--- src/rtl/rv32i_lsu_pkg.sv ---
`default_nettype none
// ============================================================================
// Module   : rv32i_lsu_pkg
// Purpose  : Shared types, byte-enable constants and helper functions for
//            the RV32I load/store unit and its load aligner.
// Contents : RV32I_INSTRUCTION_MNEMONIC_t, lsu_state_t, BE_* constants,
//            is_mem_op / is_store / is_half / is_word / lsu_be / lsu_wdata.
// Revision : 1.0 - initial release
// ============================================================================
package rv32i_lsu_pkg;

    typedef enum logic [5:0] {
        LUI, AUIPC, JAL, JALR, BEQ, BNE,
        ADDI, ADD, SUB, AND, OR, XOR,
        LB, LH, LW, LBU, LHU,
        SB, SH, SW,
        INVALID
    } RV32I_INSTRUCTION_MNEMONIC_t;

    typedef enum logic [1:0] {
        LSU_IDLE  = 2'd0,
        LSU_REQ   = 2'd1,
        LSU_DONE  = 2'd2,
        LSU_FAULT = 2'd3
    } lsu_state_t;

    localparam logic [3:0] BE_BYTE0 = 4'b0001;
    localparam logic [3:0] BE_BYTE1 = 4'b0010;
    localparam logic [3:0] BE_BYTE2 = 4'b0100;
    localparam logic [3:0] BE_BYTE3 = 4'b1000;
    localparam logic [3:0] BE_HALF0 = 4'b0011;
    localparam logic [3:0] BE_HALF1 = 4'b1100;
    localparam logic [3:0] BE_WORD  = 4'b1111;

    function automatic logic is_store(input RV32I_INSTRUCTION_MNEMONIC_t m);
        return (m == SB) || (m == SH) || (m == SW);
    endfunction

    function automatic logic is_mem_op(input RV32I_INSTRUCTION_MNEMONIC_t m);
        return (m == LB) || (m == LH) || (m == LW) || (m == LBU) ||
               (m == LHU) || is_store(m);
    endfunction

    function automatic logic is_half(input RV32I_INSTRUCTION_MNEMONIC_t m);
        return (m == LH) || (m == LHU) || (m == SH);
    endfunction

    function automatic logic is_word(input RV32I_INSTRUCTION_MNEMONIC_t m);
        return (m == LW) || (m == SW);
    endfunction

    function automatic logic [3:0] lsu_be(input RV32I_INSTRUCTION_MNEMONIC_t m,
                                          input logic [1:0] lo);
        logic [3:0] be;
        if (is_word(m)) begin
            be = BE_WORD;
        end else if (is_half(m)) begin
            be = lo[1] ? BE_HALF1 : BE_HALF0;
        end else begin
            case (lo)
                2'd0:    be = BE_BYTE0;
                2'd1:    be = BE_BYTE1;
                2'd2:    be = BE_BYTE2;
                default: be = BE_BYTE3;
            endcase
        end
        return be;
    endfunction

    // Store data is replicated across lanes so the byte enables alone select it.
    function automatic logic [31:0] lsu_wdata(input RV32I_INSTRUCTION_MNEMONIC_t m,
                                              input logic [31:0] d);
        logic [31:0] w;
        if (is_word(m)) begin
            w = d;
        end else if (is_half(m)) begin
            w = {2{d[15:0]}};
        end else begin
            w = {4{d[7:0]}};
        end
        return w;
    endfunction

endpackage
`default_nettype wire

--- src/rtl/rv32i_lsu_if.sv ---
`default_nettype none
// ============================================================================
// Module   : rv32i_lsu_if
// Purpose  : Data-memory request/acknowledge port of the load/store unit.
// Ports    : mem_req, mem_we, mem_addr, mem_wdata, mem_be (master -> slave)
//            mem_ack, mem_rdata                           (slave -> master)
// Revision : 1.0 - initial release
// ============================================================================
interface rv32i_lsu_if;
    logic        mem_req;
    logic        mem_we;
    logic [31:0] mem_addr;
    logic [31:0] mem_wdata;
    logic [3:0]  mem_be;
    logic        mem_ack;
    logic [31:0] mem_rdata;

    modport master (
        output mem_req, mem_we, mem_addr, mem_wdata, mem_be,
        input  mem_ack, mem_rdata
    );

    modport slave (
        input  mem_req, mem_we, mem_addr, mem_wdata, mem_be,
        output mem_ack, mem_rdata
    );
endinterface
`default_nettype wire

--- src/rtl/rv32i_load_align.sv ---
`default_nettype none
// ============================================================================
// Module   : rv32i_load_align
// Purpose  : Combinational load-data aligner: picks the addressed byte or
//            halfword from a 32-bit read word and sign/zero extends it.
// Ports    : rdata (32) in, addr_lo (2) in, mnemonic in, load_data (32) out
// Revision : 1.0 - initial release
// ============================================================================
module rv32i_load_align
    import rv32i_lsu_pkg::*;
(
    input  wire logic [31:0]                rdata,
    input  wire logic [1:0]                 addr_lo,
    input  wire RV32I_INSTRUCTION_MNEMONIC_t mnemonic,
    output logic [31:0]                     load_data
);
    logic [7:0]  w_byte;
    logic [15:0] w_half;

    always_comb begin
        case (addr_lo)
            2'd0:    w_byte = rdata[7:0];
            2'd1:    w_byte = rdata[15:8];
            2'd2:    w_byte = rdata[23:16];
            default: w_byte = rdata[31:24];
        endcase
        w_half = addr_lo[1] ? rdata[31:16] : rdata[15:0];

        case (mnemonic)
            LB:      load_data = {{24{w_byte[7]}}, w_byte};
            LBU:     load_data = {24'd0, w_byte};
            LH:      load_data = {{16{w_half[15]}}, w_half};
            LHU:     load_data = {16'd0, w_half};
            default: load_data = rdata;
        endcase
    end
endmodule
`default_nettype wire

--- src/rtl/rv32i_lsu.sv ---
`default_nettype none
// ============================================================================
// Module   : rv32i_lsu
// Purpose  : RV32I load/store unit. Registers a memory instruction, runs one
//            req/ack transaction on the data port, returns extended load data
//            and flags misaligned accesses and bus timeouts.
// Ports    : clk, rst (async, active-high)
//            start, mnemonic, addr, store_data          - from execute
//            busy, done, load_data, misaligned, bus_error - to core/writeback
//            bus (rv32i_lsu_if.master)                    - data memory
// Revision : 1.0 - initial release
// ============================================================================
module rv32i_lsu
    import rv32i_lsu_pkg::*;
#(
    parameter int TIMEOUT_CYCLES = 16
) (
    input  wire logic                        clk,
    input  wire logic                        rst,
    input  wire logic                        start,
    input  wire RV32I_INSTRUCTION_MNEMONIC_t mnemonic,
    input  wire logic [31:0]                 addr,
    input  wire logic [31:0]                 store_data,
    output logic                             busy,
    output logic                             done,
    output logic [31:0]                      load_data,
    output logic                             misaligned,
    output logic                             bus_error,
    rv32i_lsu_if.master                      bus
);
    localparam logic [7:0] TO_LAST = 8'(TIMEOUT_CYCLES - 1);

    lsu_state_t                  state_q, state_d;
    RV32I_INSTRUCTION_MNEMONIC_t op_q, op_d;
    logic [31:0]                 addr_q, addr_d;
    logic [31:0]                 sdata_q, sdata_d;
    logic [31:0]                 load_data_q, load_data_d;
    logic [7:0]                  cnt_q, cnt_d;
    logic                        mis_q, mis_d;
    logic                        berr_q, berr_d;

    logic                        w_misaligned;
    logic                        w_in_req;
    logic [31:0]                 w_aligned;

    assign w_misaligned = (is_half(mnemonic) && addr[0]) ||
                          (is_word(mnemonic) && (addr[1:0] != 2'b00));

    rv32i_load_align u_align (
        .rdata     (bus.mem_rdata),
        .addr_lo   (addr_q[1:0]),
        .mnemonic  (op_q),
        .load_data (w_aligned)
    );

    always_ff @(posedge clk or posedge rst) begin
        if (rst) begin
            state_q     <= LSU_IDLE;
            op_q        <= ADD;
            addr_q      <= 32'd0;
            sdata_q     <= 32'd0;
            load_data_q <= 32'd0;
            cnt_q       <= 8'd0;
            mis_q       <= 1'b0;
            berr_q      <= 1'b0;
        end else begin
            state_q     <= state_d;
            op_q        <= op_d;
            addr_q      <= addr_d;
            sdata_q     <= sdata_d;
            load_data_q <= load_data_d;
            cnt_q       <= cnt_d;
            mis_q       <= mis_d;
            berr_q      <= berr_d;
        end
    end

    always_comb begin
        state_d     = state_q;
        op_d        = op_q;
        addr_d      = addr_q;
        sdata_d     = sdata_q;
        load_data_d = load_data_q;
        cnt_d       = cnt_q;
        mis_d       = mis_q;
        berr_d      = berr_q;

        case (state_q)
            LSU_IDLE: begin
                if (start && is_mem_op(mnemonic)) begin
                    op_d    = mnemonic;
                    addr_d  = addr;
                    sdata_d = store_data;
                    cnt_d   = 8'd0;
                    berr_d  = 1'b0;
                    mis_d   = w_misaligned;
                    if (w_misaligned) begin
                        load_data_d = 32'd0;
                        state_d     = LSU_FAULT;
                    end else begin
                        state_d     = LSU_REQ;
                    end
                end
            end
            LSU_REQ: begin
                // Ack takes priority over the timeout on the same edge.
                if (bus.mem_ack) begin
                    if (!is_store(op_q)) begin
                        load_data_d = w_aligned;
                    end
                    state_d = LSU_DONE;
                end else if (cnt_q == TO_LAST) begin
                    berr_d      = 1'b1;
                    load_data_d = 32'd0;
                    state_d     = LSU_FAULT;
                end else begin
                    cnt_d = cnt_q + 8'd1;
                end
            end
            LSU_DONE, LSU_FAULT: begin
                mis_d   = 1'b0;
                berr_d  = 1'b0;
                state_d = LSU_IDLE;
            end
            default: state_d = LSU_IDLE;
        endcase
    end

    // Bus outputs are decoded from state so reset removes mem_req at once.
    assign w_in_req      = (state_q == LSU_REQ);
    assign busy          = (state_q != LSU_IDLE);
    assign done          = (state_q == LSU_DONE) || (state_q == LSU_FAULT);
    assign misaligned    = (state_q == LSU_FAULT) && mis_q;
    assign bus_error     = (state_q == LSU_FAULT) && berr_q;
    assign load_data     = load_data_q;

    assign bus.mem_req   = w_in_req;
    assign bus.mem_we    = w_in_req && is_store(op_q);
    assign bus.mem_addr  = w_in_req ? {addr_q[31:2], 2'b00} : 32'd0;
    assign bus.mem_be    = w_in_req ? lsu_be(op_q, addr_q[1:0]) : 4'd0;
    assign bus.mem_wdata = w_in_req ? lsu_wdata(op_q, sdata_q) : 32'd0;
endmodule
`default_nettype wire
--- src/flat_wrapper.sv ---
// flat-port wrapper written by rule: the top's interface ports become plain ports
module rv32i_lsu_flat import rv32i_lsu_pkg::*;
#(
    parameter int TIMEOUT_CYCLES = 16
)
  (clk, rst, start, mnemonic, addr, store_data, busy, done, load_data, misaligned, bus_error, bus_mem_req, bus_mem_we, bus_mem_addr, bus_mem_wdata, bus_mem_be, bus_mem_ack, bus_mem_rdata);
  rv32i_lsu_if bus_i ();
  input  wire logic clk;
  input  wire logic rst;
  input  wire logic start;
  input  wire RV32I_INSTRUCTION_MNEMONIC_t mnemonic;
  input  wire logic [31:0] addr;
  input  wire logic [31:0] store_data;
  output logic busy;
  output logic done;
  output logic [31:0] load_data;
  output logic misaligned;
  output logic bus_error;
  output wire logic [$bits(bus_i.mem_req)-1:0] bus_mem_req;
  output wire logic [$bits(bus_i.mem_we)-1:0] bus_mem_we;
  output wire logic [$bits(bus_i.mem_addr)-1:0] bus_mem_addr;
  output wire logic [$bits(bus_i.mem_wdata)-1:0] bus_mem_wdata;
  output wire logic [$bits(bus_i.mem_be)-1:0] bus_mem_be;
  input wire logic [$bits(bus_i.mem_ack)-1:0] bus_mem_ack;
  input wire logic [$bits(bus_i.mem_rdata)-1:0] bus_mem_rdata;
  assign bus_mem_req = bus_i.mem_req;
  assign bus_mem_we = bus_i.mem_we;
  assign bus_mem_addr = bus_i.mem_addr;
  assign bus_mem_wdata = bus_i.mem_wdata;
  assign bus_mem_be = bus_i.mem_be;
  assign bus_i.mem_ack = bus_mem_ack;
  assign bus_i.mem_rdata = bus_mem_rdata;
  rv32i_lsu #(.TIMEOUT_CYCLES(TIMEOUT_CYCLES)) u_core (.clk(clk), .rst(rst), .start(start), .mnemonic(mnemonic), .addr(addr), .store_data(store_data), .busy(busy), .done(done), .load_data(load_data), .misaligned(misaligned), .bus_error(bus_error), .bus(bus_i));
endmodule
--- config.mk ---
export PLATFORM = sky130hd
export DESIGN_NAME = rv32i_lsu_flat
export DESIGN_NICKNAME = d
export VERILOG_FILES = /design/src/rtl/rv32i_lsu_pkg.sv /design/src/rtl/rv32i_lsu_if.sv /design/src/rtl/rv32i_load_align.sv /design/src/rtl/rv32i_lsu.sv /design/src/flat_wrapper.sv
export SDC_FILE = /design/constraint.sdc
export NUM_CORES = 1
export LEC_CHECK = 0
export CAP_MARGIN = 0
export CORE_ASPECT_RATIO = 1.2
export CORE_MARGIN = 4
export CORE_UTILIZATION = 50
export CTS_CLUSTER_SIZE = 25
export DETAILED_ROUTE_END_ITERATION = 16
export GPL_TIMING_DRIVEN = 0
export PLACE_DENSITY = 0.88
export SLEW_MARGIN = 30
export SYNTH_ARGS = -nofsm -noshare
export SYNTH_HDL_FRONTEND = slang
export SYNTH_SLANG_ARGS = --single-unit
--- constraint.sdc ---
create_clock -name clk -period 9 [get_ports clk]
set_input_delay 1.35 -clock clk [delete_from_list [all_inputs] [get_ports clk]]
set_output_delay 1.35 -clock clk [all_outputs]
set_load 0.05 [all_outputs]
# Word-level counts from Yosys, hierarchy flattened
# Cells that the tools add are included.
dict set report totals {
  regBits 114
  input_bits 106
  output_inout_bits 106
  wordCells 107
}
dict set report classes {
  n_addsub 1
  n_eq_ne 29
  n_mux 33
  n_reduce_logical 36
}
# cell count
set ops {}
lappend ops {{$mux W32} 9}
lappend ops {{$pmux W32 S4} 1}
lappend ops {{$pmux W32 S2} 1}
lappend ops {{$eq A6 B4 Y1 const B} 8}
lappend ops {{$eq A6 B5 Y1 const B} 8}
lappend ops {{$mux W8} 3}
lappend ops {{$pmux W8 S3} 1}
lappend ops {{$logic_or A1 B1 Y1} 17}
lappend ops {{$mux W16} 1}
lappend ops {{$mux W4} 4}
lappend ops {{$pmux W8 S2} 1}
lappend ops {{$pmux W4 S3} 1}
lappend ops {{$add A8 B1 Y8 const B} 1}
lappend ops {{$eq A8 B4 Y1 const B} 1}
lappend ops {{$mux W2} 4}
lappend ops {{$reduce_bool A2 Y1} 4}
lappend ops {{$eq A2 B2 Y1 const B} 3}
lappend ops {{$logic_and A1 B1 Y1} 6}
lappend ops {{$ne A2 B2 Y1 const B} 3}
lappend ops {{$ne A3 B3 Y1 const B} 2}
lappend ops {{$pmux W2 S3} 1}
lappend ops {{$reduce_and A2 Y1} 3}
lappend ops {{$reduce_and A5 Y1} 1}
lappend ops {{$eq A2 B1 Y1 const B} 2}
lappend ops {{other kinds (8)} 13}

# Depth between registers and ports, before layout
# Gate-level depths: netlist of the first run.
dict set report logic_depth {
  ltp_word 9
  mapped_depth 9
  ltp_nobuf 6
}

# Hierarchy
# From an unflattened synthesis of the first run, not the netlist that was laid out.
dict set report unflattened {
  cells_unflattened 659
  hier_area_um2 6050.8
}
# module n_inst cells_per_inst area_each_um2 seq_area_each_um2
set modules_own_cells {}
lappend modules_own_cells {rv32i_lsu 1 586 5356.4 2856.5}
lappend modules_own_cells {rv32i_load_align 1 73 694.4 0.0}

# Worst setup path after synthesis of the first run
# OpenSTA, ideal clock, no wires.
dict set report synth_timing {
  path_kind {register to output}
  from {register u_core.op_q[0]}
  to {output bus_mem_wdata[24]}
  arrival_ns 3.097
  required_time_ns 7.650
  setup_slack_ns 4.553
  stages_incl_launch_ff 8
  path_buffers 3
  path_cell_list {dfstp_2 > clkbuf_1 > nor4bb_1 > o21ai_0 > clkbuf_1 > clkbuf_1 > nor2_1 > a211oi_1}
}
dict set report synth_via {
  elab_chain_cells 6
  word_cells_on_any_way 11
  cone_classes {eq/ne: 5; mux: 3; reduce/logical: 3}
}
# element line_no
set synth_rtl {}
lappend synth_rtl {{start, declared} rv32i_lsu.sv:34} ;# RV32I_INSTRUCTION_MNEMONIC_t op_q, op_d;
lappend synth_rtl {{start signal, assigned} rv32i_lsu.sv:68} ;# op_q <= op_d;
lappend synth_rtl {{$eq A6 B4 Y1 / $eq A6 B5 Y1 (equally long branches)} rv32i_lsu_pkg.sv:45} ;# return (m == LH) || (m == LHU) || (m == SH);
lappend synth_rtl {{$logic_or A1 B1 Y1 (2 in a row)} rv32i_lsu_pkg.sv:45}
lappend synth_rtl {{$mux W32} rv32i_lsu_pkg.sv:76} ;# end else if (is_half(m)) begin
lappend synth_rtl {{$mux W32 (*)} rv32i_lsu_pkg.sv:74} ;# if (is_word(m)) begin
lappend synth_rtl {{$mux W32 (*)} rv32i_lsu.sv:141} ;# assign bus.mem_wdata = w_in_req ? lsu_wdata(op_q, sdata_q) : 32'd0;
lappend synth_rtl {{end, declared} flat_wrapper.sv:22} ;# output wire logic [$bits(bus_i.mem_wdata)-1:0] bus_mem_wdata;
# Mark *: on every way between the ends. The rest lies on a longest branch, timed or not.

# Worst setup path in the final report of the first run
# Same ends and word-level chain as after synthesis.

==> results of run 1 <==
-- cell usage in the layout (no fill, tap or decap), types with 4 or more instances in the layout --
cell type	count
and3_1	42
clkdlybuf4s50_1	209
nor2_1	58
o21ai_0	36
nor2b_1	4
nor3_1	8
mux2i_1	53
clkinv_2	4
a211oi_1	8
buf_6	4
clkbuf_1	48
mux2_2	23
a21oi_1	17
clkbuf_16	17
a2bb2oi_1	8
o21a_1	7
o221ai_1	7
inv_1	18
dfrtp_1	111
nand2_1	208
-- power by group through the flow --
stage	combinational [mW]	sequential [mW]	clock (mW)
after floorplan	0.333	0.771	0
after global placement	0.607	0.702	0
after detailed placement	0.624	0.708	0
after CTS	0.629	0.701	0.688
after global routing	0.673	0.715	0.713
final	0.629	0.703	0.683
-- kinds of logic after synthesis --
| group | count (synthesis) |
|---|---|
| AOI/OAI and AO/OA | 106 |
| adders and majority gates | 1 |
| muxes | 78 |
| DFF | 114 |
| other | 1 |
| buffers and inverters | 75 |
| xor gates and xnor gates | 1 |
| and+or+nand+nor | 347 |
-- cell usage after synthesis (8+ instances only) --
cell,n,share of area [%]
inv_1,19,1.1
nor2_1,58,3.5
mux2_2,23,4.1
o21ai_0,36,2.9
nand2_1,208,12
mux2i_1,53,8.4
a21oi_1,17,1.4
a2bb2oi_1,8,1.1
a211oi_1,8,0.95
and3_1,42,4.2
dfrtp_1,111,44
clkbuf_1,45,2.7
nor3_1,8,0.64
-- layout make-up --
| cell class | instances | area [sq um] | area share (%) |
|---|---|---|---|
| antenna | 1 | 2.502 | 0.02711 |
| multi-input combinational | 535 | 3123 | 33.84 |
| tap | 161 | 201.4 | 2.183 |
| timing repair buffer | 210 | 2120 | 22.97 |
| inverter | 19 | 78.83 | 0.8541 |
| buffer | 56 | 250.2 | 2.711 |
| clock inverter | 10 | 132.6 | 1.437 |
| clock buffer | 22 | 464.2 | 5.030 |
| sequential | 114 | 2856 | 30.95 |
-- critical path, stage by stage (launching register included) --
cell,delay (ns)
dfstp_2,0.52
clkbuf_1,0.32
nor4bb_1,0.14
o21ai_0,0.29
clkbuf_1,0.61
clkbuf_1,0.43
nor2_1,0.08
a211oi_1,0.34
clkdlybuf4s50_1,0.91
-- through the flow --
stage	instance area, sq um	setup slack (ns)	cells	power (mW)
floorplan	6301	4.553	724	1.105
global placement	8594	2.982	1094	1.308
detailed placement	8630	4.136	1095	1.332
CTS	9226	3.618	1127	2.018
global route	9229	3.482	1128	2.101
finish	9229	3.602	1128	2.016
-- registers in the layout, indices dropped and copies added, names as in the netlist --
name,count
u_core.sdata_q,32
u_core.load_data,32
u_core.addr_q,32
u_core.berr_q,1
u_core.state_q,2
u_core.cnt_q,8
u_core.mis_q,1
u_core.op_q,6
-- per-layer routing --
| metal | wire [microns] | share of wire (%) |
|---|---|---|
| met5 | 0 | 0 |
| met4 | 601 | 2.9 |
| met1 | 7511 | 36 |
| met2 | 10470 | 51 |
| met3 | 2011 | 9.8 |
-- path summary, 6_finish.rpt --
kind	cells after the start	endpoint	slack [ns]
max	8	bus_mem_wdata[24]	3.60
max reg2reg	6	u_core.load_data[20]$_DFFE_PP0P_	6.33
min reg2reg	2	u_core.addr_q[10]$_DFFE_PP0P_	0.47
min in group asynchronous	2	u_core.load_data[0]$_DFFE_PP0P_	1.28
min	2	u_core.addr_q[10]$_DFFE_PP0P_	0.47
max in group asynchronous	3	u_core.op_q[1]$_DFFE_PP1P_	7.03
==> qor.yml, run 1 <==
worst_setup_path:
  worstPathArrival_ns: 4.05
  path_class: "flop to output port"
  critPathLaunch: "u_core.op_q[0]$_DFFE_PP1P_"
  setup.worst_path.start_class: "flop"
  reg2reg_from: "u_core.cnt_q[4]$_DFFE_PP0P_"
  worstPathRequired_ns: 7.65
  end_kind: "output port"
  path_max_fanout: 10
clock_network:
  htree_num_levels: 4
  clkSinkCount: 114
  ctsHoldBuffers: 0
  cts_made_buffers: 17
  clk_pin_slew_ns: 0.05
  clk_latency_ns: 0.41
  cts_root_buffer: "clkbuf_16"
  cts_tree: "yes"
  post_cts_buffers: 0
  cts_resized: 0
  ctsLongestPathBuffers: 2
layout:
  utilization_pct: 75.51
  n_fill_cell: 840
  syn_to_final_growth_pct: 46.55
  drive_gt1_share_pct: 7.867
  layout.nets: 1060
place:
  dpl.hpwl_microns: 15370
  io_buffers: 209
  gp_congestion: 0.9312
sta:
  fmax_ghz: 0.1853
  finalSetupViolations: 0
  fin_setup_tns_ns: 0
  hold_viol_final: 0
  report.final.slew_viol_count: 0
  layout_min_cycle_time_ns: 5.398
  max_slew_margin_pct: 38.82
  timing.hold.ws_ns: 0.4679
  rsz0062_at_grt: "false"
  finalCritPeriodShare_pct: 59.98
  tightest_slew_ns: 0.9107
  finalClockSkew_ns: 0.008033
logic_synthesis:
  synth.area.mux_share_pct: 13.25
  netlist_area_sq_mm: 0.006297
  synthAdderAreaFrac_pct: 0.1987
  avgSynthCellArea_sq_um: 8.710
  async_reset_ff_share_pct: 100.0
  synth_edf_count: 0
  ys_types: 61
  synthFlopType: "dfrtp_1"
  netlist_instances: 723
  ys_ff_latch: 114
  synth-simple-area-share_pct: 24.42
  yosysSeqAreaShare_pct: 45.36
  synth_top_family_by_area: "simple AND/OR/NAND/NOR gates"
  synth_xor_area_share_pct: 0.1391
  yosys_warnings: 0
  synth-compound-area-share_pct: 11.46
pwr:
  clkPwrFrac_pct: 33.9
  ir_drop_mv: 0.1539
  switchingPower_uw: 699.1
  p_int_mw: 1.317
  p_seq_share_pct: 34.9
  powerDensity_mw_per_mm2: 218.4
  switching_share_pct: 34.68
  p_leak_nw: 4.311
  pwr-share-comb_pct: 31.2
die:
  die_x_microns: 110.4
  start_util_pct: 51.53
  ios: 212
  die_h_microns: 130.9
  rows: 44
  die-area_sq_mm: 0.01446
  coreArea_sq_mm: 0.01222
global_route:
  met2_usage_pct: 50.14
  grt_max_degree: 90
  track_usage_pct: 28.49
  grt_pass1_wl_microns: 32430
  grt-ovfl-total: 0
  grtUsageMet3_pct: 10.50
  use_met1_pct: 31.02
  antenna_found_initial: 1
  top_usage_layer: "met2"
  grt_pass1_vias: 6375
route:
  drc: 0
  drtIter0Drc: 426
  vias: 6294
  routed_wl_microns: 20600
  drt-wirelength-per-cell_microns: 18.26
  firstDrtPassIters: 5
  avgViaCountPerCell: 5.580
  ant_nets: 0
job:
  cap_viol_max_count: 0
worst_hold_path:
  hp-class: "flop to flop"
  hold_start: "u_core.addr_q[10]$_DFFE_PP0P_"
outcome:
  status: "completed"
(Power assumes the default switching activity.)
==> run 2: changes to the inputs <==
- CORE_UTILIZATION: 50 -> 46
- PLACE_DENSITY: 0.88 -> 0.82
- clock period: 9 -> 5.55 ns (I/O delays scaled with it)
==> run 2 against run 1 <==
Sequential cell count unchanged. Sequential share of layout area down 0.18 points. Clock-buffer cell count unchanged. Via count down 2.9%. Clock power up 77%. Clock skew up 0.0021 ns. Register-to-register slack worse by 3.4 ns. First-iteration DRC count down 12%. Setup slack worse by 3.1 ns. Sequential power up 62%. Total power up 67%. Global-route usage down 2.2 points. Largest cell class unchanged.
==> qor.yml, run 2 (same netlist as run 1, synthesis figures left out) <==
layout:
  antennaDiodeCount: 0  # -1
  n_fill_cell: 1022  # +22%
  design_area_sq_mm: 0.009283  # +0.58%
  drive_gt1_share_pct: 7.867  # unchanged
  syn_to_final_growth_pct: 47.41
  layout.nets: 1060  # unchanged
  layout_commonest_cell: "clkdlybuf4s50_1"
  layout_common_cells: "209 x clkdlybuf4s50_1, 208 x nand2_1, 111 x dfrtp_1"
worst_setup_path:
  end_kind: "output port"
  setup.worst_path.start_class: "flop"
  worstPathRequired_ns: 4.72  # -2.93 ns
  reg2reg_from: "u_core.cnt_q[4]$_DFFE_PP0P_"
  reg2reg_slack_ns: 2.90  # -3.43 ns
  rr_worst_depth: 6  # unchanged
  r2r_end: "u_core.load_data[20]$_DFFE_PP0P_"
  path_max_fanout: 10  # unchanged
  path_class: "flop to output port"
  worstPathArrival_ns: 4.25  # +0.20 ns
  cp-endpoint: "bus_mem_wdata[24]"
  critPathLaunch: "u_core.op_q[0]$_DFFE_PP1P_"
global_route:
  grt_pass1_wl_microns: 31990  # -1.4%
  antenna_found_initial: 0  # -1
  grt_pass1_vias: 6225  # -2.4%
  grt-ovfl-total: 0  # unchanged
  track_usage_pct: 26.25  # -2.2 points
  grt_max_degree: 90  # unchanged
clock_network:
  cts_resized: 0  # unchanged
  clkSinkCount: 114  # unchanged
  post_cts_buffers: 0  # unchanged
  ctsLongestPathBuffers: 2  # unchanged
  ctsHoldBuffers: 0  # unchanged
  cts_made_buffers: 17  # unchanged
  cts_tree: "yes"
  clk_latency_ns: 0.42  # about the same
  htree_num_levels: 4  # unchanged
  clk_pin_slew_ns: 0.05  # about the same
  cts_root_buffer: "clkbuf_16"
sta:
  rsz0062_at_grt: "false"
  finalClockSkew_ns: 0.01015  # +0.002112 ns
  max_slew_margin_pct: 38.29  # -0.53 points
  tightest_slew_ns: 0.9185  # +0.007822 ns
  finalCritPeriodShare_pct: 91.54
  finalSetupViolations: 0  # unchanged
  timing.hold.ws_ns: 0.4694  # +0.001436 ns
  hold_viol_final: 0  # unchanged
  layout_min_cycle_time_ns: 5.080
  report.final.slew_viol_count: 0  # unchanged
  fmax_ghz: 0.1968
  fin_setup_tns_ns: 0  # unchanged
die:
  die-area_sq_mm: 0.01563  # +8.1%
  ios: 212  # unchanged
  coreArea_sq_mm: 0.01330  # +8.8%
  rows: 46  # +4.5%
  die_x_microns: 114.8  # +4.0%
  die_h_microns: 136.2  # +4.0%
  start_util_pct: 47.36  # -4.2 points
route:
  routed_wl_microns: 20460  # -0.66%
  ant_nets: 0  # unchanged
  avgViaCountPerCell: 5.392  # -3.4%
  drc: 0  # unchanged
  drtIter0Drc: 377  # -12%
  vias: 6114  # -2.9%
  firstDrtPassIters: 5  # unchanged
  drt-wirelength-per-cell_microns: 18.04  # -1.2%
pwr:
  p_leak_nw: 4.336  # +0.56%
  ir_drop_mv: 0.2850  # +85%
  powerDensity_mw_per_mm2: 361.8  # +66%
place:
  io_buffers: 209  # unchanged
  postPlaceCellArea_sq_mm: 0.008638  # +0.10%
  dpl.hpwl_microns: 15040  # -2.2%
  gp_congestion: 0.9023  # -3.1%
worst_hold_path:
  hp-class: "flop to flop"
job:
  cap_viol_max_count: 0  # unchanged
outcome:
  status: "completed"
-- run 2: cell types whose count changed in the layout (fill, tap and decap cells not counted) --
cell | before | now
diode_2 | 1 | 0
clkinv_2 | 4 | 3
clkinvlp_4 | 3 | 2
bufinv_16 | 3 | 5
-- run 2: how the worst min path moves through the flow --
stage | slack, ns | cells past startpoint | startpoint | to
after global routing | 0.48 | 2 | u_core.addr_q[6]$_DFFE_PP0P_ | u_core.addr_q[6]$_DFFE_PP0P_
after detailed placement | 0.45 | 2 | u_core.addr_q[21]$_DFFE_PP0P_ | u_core.addr_q[21]$_DFFE_PP0P_
final | 0.47 | 2 | u_core.addr_q[3]$_DFFE_PP0P_ | u_core.addr_q[3]$_DFFE_PP0P_
after global placement | 0.45 | 2 | u_core.addr_q[9]$_DFFE_PP0P_ | u_core.addr_q[9]$_DFFE_PP0P_
after floorplan | 0.44 | 2 | u_core.addr_q[10]$_DFFE_PP0P_ | u_core.addr_q[10]$_DFFE_PP0P_
after CTS | 0.47 | 2 | u_core.addr_q[21]$_DFFE_PP0P_ | u_core.addr_q[21]$_DFFE_PP0P_
-- run 2: per-stage QoR --
step | util (%) | worst slack [ns] | total power [mW] | cells
2_1_floorplan | - | 1.620 | 1.791 | 724
3_3_place_gp | 64.71 | 0.03223 | 2.127 | 1101
3_5_place_dp | 64.97 | 1.039 | 2.153 | 1102
4_1_cts | 69.82 | 0.5055 | 3.364 | 1134
5_1_grt | 69.82 | 0.2254 | 3.509 | 1134
6_report | 69.82 | 0.4697 | 3.359 | 1134
-- run 2: area by class of cell --
type / count / area, sq um / share of cell area, %
Multi-Input combinational cell: 535 / 3123 / 33.64
Buffer: 56 / 250.2 / 2.696
Inverter: 19 / 78.83 / 0.8492
Sequential cell: 114 / 2856 / 30.77
Tap cell: 168 / 210.2 / 2.264
Clock buffer: 22 / 464.2 / 5.001
Clock inverter: 10 / 180.2 / 1.941
Timing Repair Buffer: 210 / 2120 / 22.83
-- run 2: routing by layer --
layer | GRT usage (%) | share of wire (%)
met4 | 8.415 | 2.1
met3 | 9.973 | 10
met2 | 44.66 | 49
met5 | 0 | 0
met1 | 30.52 | 39
-- run 2: critical path: stages, from the launching register on --
cell	delay [ns]
dfstp_2	0.52
clkbuf_1	0.33
nor4bb_1	0.11
o21ai_0	0.31
clkbuf_1	0.62
clkbuf_1	0.43
nor2_1	0.10
a211oi_1	0.50
clkdlybuf4s50_1	0.93
-- run 2: where the power goes --
| part | internal [mW] | total (mW) | switching (mW) |
|---|---|---|---|
| clock | 0.818 | 1.21 | 0.388 |
| combinational | 0.398 | 1.01 | 0.614 |
| sequential | 1.01 | 1.14 | 0.130 |
| total | 2.23 | 3.36 | 1.13 |
